$ cat src/rtl/aes_block_sequencer_if.sv
// Register bus between the block sequencer and the aes core.
interface aes_block_sequencer_if;
  localparam int unsigned ADDR_W = 8;
  localparam int unsigned DATA_W = 32;

  logic              aes_cs;
  logic              aes_we;
  logic [ADDR_W-1:0] aes_addr;
  logic [DATA_W-1:0] aes_wdata;
  logic [DATA_W-1:0] aes_rdata;

  // Sequencer side drives the transaction, core returns read data combinationally.
  modport master (
    output aes_cs,
    output aes_we,
    output aes_addr,
    output aes_wdata,
    input  aes_rdata
  );

  modport slave (
    input  aes_cs,
    input  aes_we,
    input  aes_addr,
    input  aes_wdata,
    output aes_rdata
  );
endinterface

$ cat src/rtl/aes_block_sequencer.sv
// Runs one complete aes block operation over the core register bus:
// key, config, key expansion, block, next, result readback.
module aes_block_sequencer #(
  parameter int unsigned SETTLE  = 2,
  parameter int unsigned TIMEOUT = 5000,
  parameter int unsigned TO_W    = 16
) (
  input  logic         clk,
  input  logic         rst,
  input  logic         start,
  input  logic         encdec,
  input  logic         keylen,
  input  logic         key_reuse,
  input  logic [255:0] key,
  input  logic [127:0] block_in,
  output logic [127:0] block_out,
  output logic         busy,
  output logic         done,
  output logic         err,
  aes_block_sequencer_if.master core_bus
);

  localparam int unsigned KEY_W  = 256;
  localparam int unsigned BLK_W  = 128;
  localparam int unsigned WORD_W = 32;
  localparam int unsigned ADDR_W = 8;
  localparam int unsigned IDX_W  = 3;

  localparam logic [ADDR_W-1:0] ADDR_CTRL   = 8'h08;
  localparam logic [ADDR_W-1:0] ADDR_STATUS = 8'h09;
  localparam logic [ADDR_W-1:0] ADDR_CONFIG = 8'h0a;
  localparam logic [ADDR_W-1:0] ADDR_KEY    = 8'h10;
  localparam logic [ADDR_W-1:0] ADDR_BLOCK  = 8'h20;
  localparam logic [ADDR_W-1:0] ADDR_RESULT = 8'h30;

  typedef enum logic [3:0] {
    ST_IDLE,
    ST_WR_KEY,
    ST_WR_CFG,
    ST_INIT,
    ST_SETTLE_I,
    ST_WAIT_RDY,
    ST_WR_BLK,
    ST_NEXT,
    ST_SETTLE_N,
    ST_WAIT_VAL,
    ST_RD_RES,
    ST_DONE
  } state_t;

  state_t              state_q, state_d;
  logic [IDX_W-1:0]    idx_q, idx_d;
  logic [TO_W-1:0]     tcnt_q, tcnt_d;

  logic                encdec_q, encdec_d;
  logic                keylen_q, keylen_d;
  logic                reuse_q, reuse_d;
  logic [KEY_W-1:0]    key_q, key_d;
  logic [BLK_W-1:0]    block_q, block_d;

  logic                key_loaded_q, key_loaded_d;
  logic [KEY_W-1:0]    exp_key_q, exp_key_d;
  logic                exp_keylen_q, exp_keylen_d;

  logic [BLK_W-1:0]    block_out_q, block_out_d;
  logic                busy_q, busy_d;
  logic                done_q, done_d;
  logic                err_q, err_d;

  logic                cs_q, cs_d;
  logic                we_q, we_d;
  logic [ADDR_W-1:0]   addr_q, addr_d;
  logic [WORD_W-1:0]   wdata_q, wdata_d;

  logic                key_match;
  logic                poll_expired;
  logic                settle_last;

  // State and output registers; bus outputs hold the transaction of the current cycle.
  always_ff @(posedge clk) begin
    if (rst) begin
      state_q      <= ST_IDLE;
      idx_q        <= '0;
      tcnt_q       <= '0;
      encdec_q     <= 1'b0;
      keylen_q     <= 1'b0;
      reuse_q      <= 1'b0;
      key_q        <= '0;
      block_q      <= '0;
      key_loaded_q <= 1'b0;
      exp_key_q    <= '0;
      exp_keylen_q <= 1'b0;
      block_out_q  <= '0;
      busy_q       <= 1'b0;
      done_q       <= 1'b0;
      err_q        <= 1'b0;
      cs_q         <= 1'b0;
      we_q         <= 1'b0;
      addr_q       <= '0;
      wdata_q      <= '0;
    end else begin
      state_q      <= state_d;
      idx_q        <= idx_d;
      tcnt_q       <= tcnt_d;
      encdec_q     <= encdec_d;
      keylen_q     <= keylen_d;
      reuse_q      <= reuse_d;
      key_q        <= key_d;
      block_q      <= block_d;
      key_loaded_q <= key_loaded_d;
      exp_key_q    <= exp_key_d;
      exp_keylen_q <= exp_keylen_d;
      block_out_q  <= block_out_d;
      busy_q       <= busy_d;
      done_q       <= done_d;
      err_q        <= err_d;
      cs_q         <= cs_d;
      we_q         <= we_d;
      addr_q       <= addr_d;
      wdata_q      <= wdata_d;
    end
  end

  // Next-state sequencing, then decode of the bus transaction for the next cycle.
  always_comb begin
    state_d      = state_q;
    idx_d        = idx_q;
    tcnt_d       = tcnt_q;
    encdec_d     = encdec_q;
    keylen_d     = keylen_q;
    reuse_d      = reuse_q;
    key_d        = key_q;
    block_d      = block_q;
    key_loaded_d = key_loaded_q;
    exp_key_d    = exp_key_q;
    exp_keylen_d = exp_keylen_q;
    block_out_d  = block_out_q;
    err_d        = err_q;
    cs_d         = 1'b0;
    we_d         = 1'b0;
    addr_d       = addr_q;
    wdata_d      = wdata_q;

    key_match    = (key == exp_key_q) && (keylen == exp_keylen_q);
    poll_expired = (tcnt_q == TO_W'(TIMEOUT - 1));
    settle_last  = (tcnt_q == TO_W'(SETTLE - 1));

    case (state_q)
      ST_IDLE: begin
        if (start) begin
          encdec_d = encdec;
          keylen_d = keylen;
          key_d    = key;
          block_d  = block_in;
          err_d    = 1'b0;
          idx_d    = '0;
          reuse_d  = key_reuse && key_loaded_q && key_match;
          // A different key invalidates whatever the core has expanded.
          if (!key_match) key_loaded_d = 1'b0;
          state_d  = reuse_d ? ST_WR_CFG : ST_WR_KEY;
        end
      end
      ST_WR_KEY: begin
        idx_d = idx_q + IDX_W'(1);
        if (idx_q == IDX_W'(7)) begin
          idx_d   = '0;
          state_d = ST_WR_CFG;
        end
      end
      ST_WR_CFG: begin
        idx_d   = '0;
        state_d = reuse_q ? ST_WR_BLK : ST_INIT;
      end
      ST_INIT: begin
        tcnt_d  = '0;
        state_d = ST_SETTLE_I;
      end
      ST_SETTLE_I: begin
        tcnt_d = tcnt_q + TO_W'(1);
        if (settle_last) begin
          tcnt_d  = '0;
          state_d = ST_WAIT_RDY;
        end
      end
      ST_WAIT_RDY: begin
        if (core_bus.aes_rdata[0]) begin
          key_loaded_d = 1'b1;
          exp_key_d    = key_q;
          exp_keylen_d = keylen_q;
          idx_d        = '0;
          state_d      = ST_WR_BLK;
        end else if (poll_expired) begin
          err_d        = 1'b1;
          key_loaded_d = 1'b0;
          state_d      = ST_DONE;
        end else begin
          tcnt_d = tcnt_q + TO_W'(1);
        end
      end
      ST_WR_BLK: begin
        idx_d = idx_q + IDX_W'(1);
        if (idx_q == IDX_W'(3)) begin
          idx_d   = '0;
          state_d = ST_NEXT;
        end
      end
      ST_NEXT: begin
        tcnt_d  = '0;
        state_d = ST_SETTLE_N;
      end
      ST_SETTLE_N: begin
        tcnt_d = tcnt_q + TO_W'(1);
        if (settle_last) begin
          tcnt_d  = '0;
          state_d = ST_WAIT_VAL;
        end
      end
      ST_WAIT_VAL: begin
        if (core_bus.aes_rdata[1]) begin
          idx_d   = '0;
          state_d = ST_RD_RES;
        end else if (poll_expired) begin
          err_d        = 1'b1;
          key_loaded_d = 1'b0;
          state_d      = ST_DONE;
        end else begin
          tcnt_d = tcnt_q + TO_W'(1);
        end
      end
      ST_RD_RES: begin
        // RESULT0 is read first and ends up in the top word.
        block_out_d = {block_out_q[BLK_W-WORD_W-1:0], core_bus.aes_rdata};
        idx_d       = idx_q + IDX_W'(1);
        if (idx_q == IDX_W'(3)) begin
          idx_d   = '0;
          state_d = ST_DONE;
        end
      end
      ST_DONE: begin
        state_d = ST_IDLE;
      end
      default: begin
        state_d = ST_IDLE;
      end
    endcase

    busy_d = (state_d != ST_IDLE);
    done_d = (state_d == ST_DONE);

    case (state_d)
      ST_WR_KEY: begin
        cs_d    = 1'b1;
        we_d    = 1'b1;
        addr_d  = ADDR_KEY | ADDR_W'(idx_d);
        wdata_d = key_d[{~idx_d, 5'b0} +: WORD_W];
      end
      ST_WR_CFG: begin
        cs_d    = 1'b1;
        we_d    = 1'b1;
        addr_d  = ADDR_CONFIG;
        wdata_d = {30'b0, keylen_d, encdec_d};
      end
      ST_INIT: begin
        cs_d    = 1'b1;
        we_d    = 1'b1;
        addr_d  = ADDR_CTRL;
        wdata_d = 32'h1;
      end
      ST_WR_BLK: begin
        cs_d    = 1'b1;
        we_d    = 1'b1;
        addr_d  = ADDR_BLOCK | ADDR_W'(idx_d[1:0]);
        wdata_d = block_d[{~idx_d[1:0], 5'b0} +: WORD_W];
      end
      ST_NEXT: begin
        cs_d    = 1'b1;
        we_d    = 1'b1;
        addr_d  = ADDR_CTRL;
        wdata_d = 32'h2;
      end
      ST_WAIT_RDY, ST_WAIT_VAL: begin
        cs_d   = 1'b1;
        addr_d = ADDR_STATUS;
      end
      ST_RD_RES: begin
        cs_d   = 1'b1;
        addr_d = ADDR_RESULT | ADDR_W'(idx_d[1:0]);
      end
      default: begin
        cs_d = 1'b0;
      end
    endcase
  end

  assign block_out          = block_out_q;
  assign busy               = busy_q;
  assign done               = done_q;
  assign err                = err_q;
  assign core_bus.aes_cs    = cs_q;
  assign core_bus.aes_we    = we_q;
  assign core_bus.aes_addr  = addr_q;
  assign core_bus.aes_wdata = wdata_q;

endmodule
$ cat src/flat_wrapper.sv
// flat-port wrapper written by rule: the top's interface ports become plain ports
module aes_block_sequencer_flat 
#(
  parameter int unsigned SETTLE  = 2,
  parameter int unsigned TIMEOUT = 5000,
  parameter int unsigned TO_W    = 16
)
  (clk, rst, start, encdec, keylen, key_reuse, key, block_in, block_out, busy, done, err, core_bus_aes_cs, core_bus_aes_we, core_bus_aes_addr, core_bus_aes_wdata, core_bus_aes_rdata);
  aes_block_sequencer_if core_bus_i ();
  input  logic clk;
  input  logic rst;
  input  logic start;
  input  logic encdec;
  input  logic keylen;
  input  logic key_reuse;
  input  logic [255:0] key;
  input  logic [127:0] block_in;
  output logic [127:0] block_out;
  output logic busy;
  output logic done;
  output logic err;
  output wire logic [$bits(core_bus_i.aes_cs)-1:0] core_bus_aes_cs;
  output wire logic [$bits(core_bus_i.aes_we)-1:0] core_bus_aes_we;
  output wire logic [$bits(core_bus_i.aes_addr)-1:0] core_bus_aes_addr;
  output wire logic [$bits(core_bus_i.aes_wdata)-1:0] core_bus_aes_wdata;
  input wire logic [$bits(core_bus_i.aes_rdata)-1:0] core_bus_aes_rdata;
  assign core_bus_aes_cs = core_bus_i.aes_cs;
  assign core_bus_aes_we = core_bus_i.aes_we;
  assign core_bus_aes_addr = core_bus_i.aes_addr;
  assign core_bus_aes_wdata = core_bus_i.aes_wdata;
  assign core_bus_i.aes_rdata = core_bus_aes_rdata;
  aes_block_sequencer #(.SETTLE(SETTLE), .TIMEOUT(TIMEOUT), .TO_W(TO_W)) u_core (.clk(clk), .rst(rst), .start(start), .encdec(encdec), .keylen(keylen), .key_reuse(key_reuse), .key(key), .block_in(block_in), .block_out(block_out), .busy(busy), .done(done), .err(err), .core_bus(core_bus_i));
endmodule
$ cat config.mk
export PLATFORM = sky130hd
export DESIGN_NAME = aes_block_sequencer_flat
export DESIGN_NICKNAME = d
export VERILOG_FILES = /design/src/rtl/aes_block_sequencer_if.sv /design/src/rtl/aes_block_sequencer.sv /design/src/flat_wrapper.sv
export SDC_FILE = /design/constraint.sdc
export NUM_CORES = 2
export LEC_CHECK = 0
export ABC_CLOCK_PERIOD_IN_PS = 3700
export CAP_MARGIN = 25
export CORE_MARGIN = 10
export CORE_UTILIZATION = 54
export CTS_CLUSTER_DIAMETER = 40
export DETAILED_ROUTE_END_ITERATION = 8
export HOLD_SLACK_MARGIN = 0.03
export PLACE_DENSITY = 0.8
export SYNTH_ARGS = -nofsm -noshare
export SYNTH_HDL_FRONTEND = slang
export SYNTH_SLANG_ARGS = --single-unit
export TNS_END_PERCENT = 20
$ cat constraint.sdc
create_clock -name clk -period 3.7 [get_ports clk]
set_input_delay 0.74 -clock clk [delete_from_list [all_inputs] [get_ports clk]]
set_output_delay 0.74 -clock clk [all_outputs]
set_load 0.005 [all_outputs]
==> impl_metrics.xml <==
<?xml version="1.0" encoding="UTF-8"?>
<metrics>
  <group name="run_status">
    <metric name="status" unit="">complete, but fails checks</metric>
    <metric name="violations_in_the_final_reports" unit="">setup timing</metric>
  </group>
  <group name="sta">
    <metric name="period_share" unit="%">101.7</metric>
    <metric name="finalHoldViolations" unit="">0</metric>
    <metric name="grt_setup_unrepaired" unit="">no</metric>
    <metric name="final.setup_skew" unit="ps">32.97</metric>
    <metric name="maxSlewViolCount" unit="">0</metric>
    <metric name="slew_headroom" unit="%">49.05</metric>
    <metric name="fin_crit" unit="ps">3761</metric>
    <metric name="max_freq" unit="MHz">265.9</metric>
    <metric name="min_hold_slack" unit="ps">430.0</metric>
    <metric name="worstMarginPinSlew" unit="ps">764.3</metric>
    <metric name="setup_viol_count_final" unit="">5</metric>
    <metric name="setup_slack" unit="ps">-61.23</metric>
  </group>
  <group name="setup_path">
    <metric name="worst_r2r_startpoint" unit="">u_core.state_q[2]</metric>
    <metric name="worst-endpoint-required" unit="ps">4260</metric>
    <metric name="timing.critical_path.slowest_stage_cell" unit="">sky130_fd_sc_hd__nor4_1</metric>
    <metric name="timing.critical_path.from_type" unit="">input pin</metric>
    <metric name="timing_worst_setup_path_type" unit="">in2reg</metric>
    <metric name="critPathBufInv" unit="">4</metric>
    <metric name="worst_path_dominant_cell_family" unit="">simple AND/OR/NAND/NOR gates</metric>
    <metric name="setup.reg_to_reg.worst_slack" unit="ps">140</metric>
    <metric name="timing.critical_path.to_type" unit="">flip-flop</metric>
    <metric name="worstReg2RegEnd" unit="">u_core.core_bus.aes_wdata[19]</metric>
    <metric name="critical_path_arrival" unit="ps">4320</metric>
    <metric name="rr_worst_depth" unit="">12</metric>
    <metric name="critical_path.cell_chain" unit="">clkdlybuf4s50_1 -&gt; xnor2_2 -&gt; nand4_1 -&gt; nor4_1 -&gt; nand4_1 -&gt; nor4_4 -&gt; buf_4 -&gt; a21oi_4 -&gt; buf_4 -&gt; nor2_2 -&gt; buf_12 -&gt; nor3_1 -&gt; a311oi_1</metric>
    <metric name="cpPeakStageDelay" unit="ps">600</metric>
    <metric name="cp_max_fo" unit="">30</metric>
  </group>
  <group name="clock_network">
    <metric name="path_clk_slew" unit="ps">60</metric>
    <metric name="tritoncts" unit="">built</metric>
    <metric name="skew_pair_late_insertion_delay" unit="ps">690</metric>
    <metric name="tritoncts.num_buffers" unit="">115</metric>
    <metric name="cts_post_setup_buffers_inserted" unit="">0</metric>
    <metric name="htree_levels" unit="">3</metric>
    <metric name="clock-root-buffer" unit="">sky130_fd_sc_hd__clkbuf_16</metric>
    <metric name="maximum_clock_path_buffer_count" unit="">3</metric>
    <metric name="clock_sink_count" unit="">839</metric>
  </group>
  <group name="layout">
    <metric name="final_area" unit="um2">49890</metric>
    <metric name="most_common_cell_after_layout_fill_and_taps_aside" unit="">sky130_fd_sc_hd__nand2_1</metric>
    <metric name="most-common-layout-cells" unit="">sky130_fd_sc_hd__nand2_1 (1,897), sky130_fd_sc_hd__dfxtp_1 (839), sky130_fd_sc_hd__a21oi_1 (834)</metric>
    <metric name="finalNetCount" unit="">6055</metric>
    <metric name="layout.cells.non_filler" unit="">6611</metric>
    <metric name="filler_cell_count" unit="">5025</metric>
    <metric name="layout-area-overhead-vs-synth" unit="%">35.26</metric>
    <metric name="drive_gt1_share" unit="%">10.83</metric>
  </group>
  <group name="floorplan">
    <metric name="rows" unit="">95</metric>
    <metric name="io_pins" unit="">595</metric>
    <metric name="core_area" unit="um2">67400</metric>
    <metric name="die-width" unit="um">281.4</metric>
    <metric name="fp.dieH" unit="um">281.4</metric>
    <metric name="design.die.area" unit="um2">79160</metric>
    <metric name="start_util" unit="%">54.73</metric>
  </group>
  <group name="global_route">
    <metric name="grt_util_all_layers" unit="%">36.83</metric>
    <metric name="grt_start_max_net_pins" unit="">160</metric>
    <metric name="antenna_violations_before_repair" unit="">13</metric>
    <metric name="first_global_vias" unit="">36220</metric>
    <metric name="globalRoute.totalOverflow" unit="">0</metric>
    <metric name="grt_first_pass_wirelength" unit="um">223600</metric>
  </group>
  <group name="pwr">
    <metric name="vdd.ir_drop.worst" unit="V">0.0004075</metric>
    <metric name="switchingPower" unit="uW">6565</metric>
    <metric name="p_comb_share" unit="%">13.4</metric>
    <metric name="clockPowerShare" unit="%">47.4</metric>
    <metric name="power-per-cell-area" unit="nW/um2">489.9</metric>
    <metric name="netSwitchingFraction" unit="%">26.86</metric>
    <metric name="power.static_leakage" unit="uW">0.01786</metric>
    <metric name="p_int" unit="uW">17880</metric>
    <metric name="sequentialPowerShare" unit="%">39.2</metric>
  </group>
  <group name="min_path">
    <metric name="endpoint_of_the_worst_hold_timing_path" unit="">u_core.exp_key_q[110]</metric>
    <metric name="min_delay_path_depth" unit="">2</metric>
    <metric name="min_path_type" unit="">reg2reg</metric>
    <metric name="worstHoldStart" unit="">u_core.key_q[110]</metric>
  </group>
  <group name="logic_synthesis">
    <metric name="ys_types" unit="">75</metric>
    <metric name="netlist_instances" unit="">4932</metric>
    <metric name="syn-cell-area" unit="um2">36890</metric>
    <metric name="yosysSeqAreaShare" unit="%">45.54</metric>
    <metric name="asyncSetResetFlopFracSynth" unit="%">0</metric>
    <metric name="synth_enable_flop_cells" unit="">0</metric>
    <metric name="postSynthRegisterBits" unit="">839</metric>
    <metric name="synth-main-ff-cell" unit="">sky130_fd_sc_hd__dfxtp_1</metric>
    <metric name="syn_avg_cell_area" unit="um2">7.479</metric>
    <metric name="ys_warn_count" unit="">0</metric>
  </group>
  <group name="place">
    <metric name="dp.cells" unit="">6383</metric>
    <metric name="placed_area" unit="um2">45750</metric>
    <metric name="detailed_place_hpwl" unit="um">113600</metric>
    <metric name="place.port_buffers" unit="">592</metric>
    <metric name="routabilityCongestion" unit="">1.055</metric>
    <metric name="placement.setup.worst_slack" unit="ps">-577.5</metric>
  </group>
  <group name="run">
    <metric name="drv_cap" unit="">0</metric>
  </group>
  <group name="routing">
    <metric name="drc_errors" unit="">0</metric>
    <metric name="ant_nets" unit="">0</metric>
    <metric name="routed-via-count" unit="">39830</metric>
    <metric name="drt_first_pass_iters" unit="">7</metric>
    <metric name="drt_iter0_markers" unit="">6048</metric>
    <metric name="routed_wl" unit="um">153900</metric>
    <metric name="viasPerCell" unit="">6.025</metric>
    <metric name="wl_per_cell" unit="um">23.29</metric>
  </group>
</metrics>
==> kinds of logic after synthesis <==
family | after synthesis | share of synthesized area (%)
other | 1 | 0.01017
AND/OR/NAND/NOR | 2232 | 24.53
buffers and inverters | 381 | 4.230
flip-flops | 839 | 45.54
adder cells (fa/ha/maj) | 6 | 0.2035
AO/OA/AOI/OAI | 1197 | 18.87
XOR/XNOR | 272 | 6.479
multiplexers | 4 | 0.1425
==> metal layers <==
layer / GRT usage (%) / share of wire, % / vias to the layer above
li1: - / - / 18010
met1: 46.56 / 37 / 18620
met2: 54.11 / 43 / 2664
met3: 10.64 / 13 / 529
met4: 24.50 / 7.3 / 6
met5: 0 / 0.021 / -
==> cells in the mapped netlist, drive strengths merged, types with 14 or more instances <==
cell / instances / share of area [%]
nand2: 1898 / 19
a21oi: 845 / 12
dfxtp: 839 / 46
clkbuf: 276 / 2.8
xnor2: 230 / 5.5
buf: 99 / 1.4
nand3: 98 / 1.4
o21ai: 91 / 1.2
nand4: 68 / 1.2
o211ai: 63 / 1.3
a311oi: 51 / 1.2
nor2: 42 / 0.43
xor2: 42 / 1.0
and3: 38 / 0.64
o211a: 29 / 0.79
nor3: 27 / 0.41
nor4: 25 / 0.52
o221ai: 18 / 0.43
a22oi: 16 / 0.33
o22ai: 16 / 0.29
a221oi: 15 / 0.36
o221a: 14 / 0.43
==> power by group through the flow <==
stage               Combinational [uW]  Clock (uW)  Sequential, uW
CTS                               3150       11600            9570
global route                      3390       12000            9600
detailed placement                3110           0            9760
finish                            3270       11600            9580
global placement                  3100           0            9750
floorplan                         1360           0            9690
==> final cells by class <==
| type | count | area, um2 | area share (%) |
|---|---|---|---|
| diodes | 11 | 27.53 | 0.05517 |
| clock buffers | 139 | 3202 | 6.417 |
| clock inverters | 78 | 898.4 | 1.801 |
| inverters | 6 | 22.52 | 0.04514 |
| multi-input cells | 3713 | 18610 | 37.30 |
| flip-flops and latches | 839 | 16800 | 33.66 |
| well taps | 873 | 1092 | 2.189 |
| repair buffers | 952 | 9246 | 18.53 |
==> worst max-delay path by stage <==
stage                   from                             to  slack, ps  cells past startpoint
detailed placement  key[199]  u_core.core_bus.aes_wdata[15]       -580                     13
finish              key[199]   u_core.core_bus.aes_wdata[8]        -60                     13
floorplan           key[199]  u_core.core_bus.aes_wdata[18]        750                     11
CTS                 key[199]   u_core.core_bus.aes_wdata[8]         60                     13
global placement    key[199]  u_core.core_bus.aes_wdata[31]       -590                     13
global route        key[155]  u_core.core_bus.aes_wdata[13]          2                     14
==> per-stage QoR <==
step	total power, uW	TNS [ps]	utilization, %
detailed placement	12870	-21440	67.88
global route	24980	0	74.02
floorplan	11050	0	-
finish	24440	-121.4	74.03
CTS	24310	0	73.97
global placement	12840	-21720	67.88
==> repair_timing <==
action	in CTS	in global routing
setup endpoints to repair	0	32
hold endpoints to repair	0	0
hold buffers	0	0
resized for setup	0	2
==> registers in the layout, summed over array words and instances, names as in the netlist <==
name                       flops
u_core.err                     1
u_core.core_bus.aes_we         1
u_core.reuse_q                 1
u_core.block_q               128
u_core.idx_q                   3
u_core.exp_keylen_q            1
u_core.busy                    1
u_core.encdec_q                1
u_core.key_loaded_q            1
u_core.core_bus.aes_addr       6
u_core.exp_key_q             256
u_core.key_q                 256
u_core.keylen_q                1
u_core.state_q                 4
u_core.block_out             128
u_core.done                    1
u_core.core_bus.aes_cs         1
u_core.tcnt_q                 16
u_core.core_bus.aes_wdata     32
==> worst min-delay path: cells and delay by family, from the launching register on <==
kind	cells	cell delay (ps)
compound gates	1	50
flops	1	310
simple gates	1	50
Note: power is estimated with default switching activity, not from simulation.
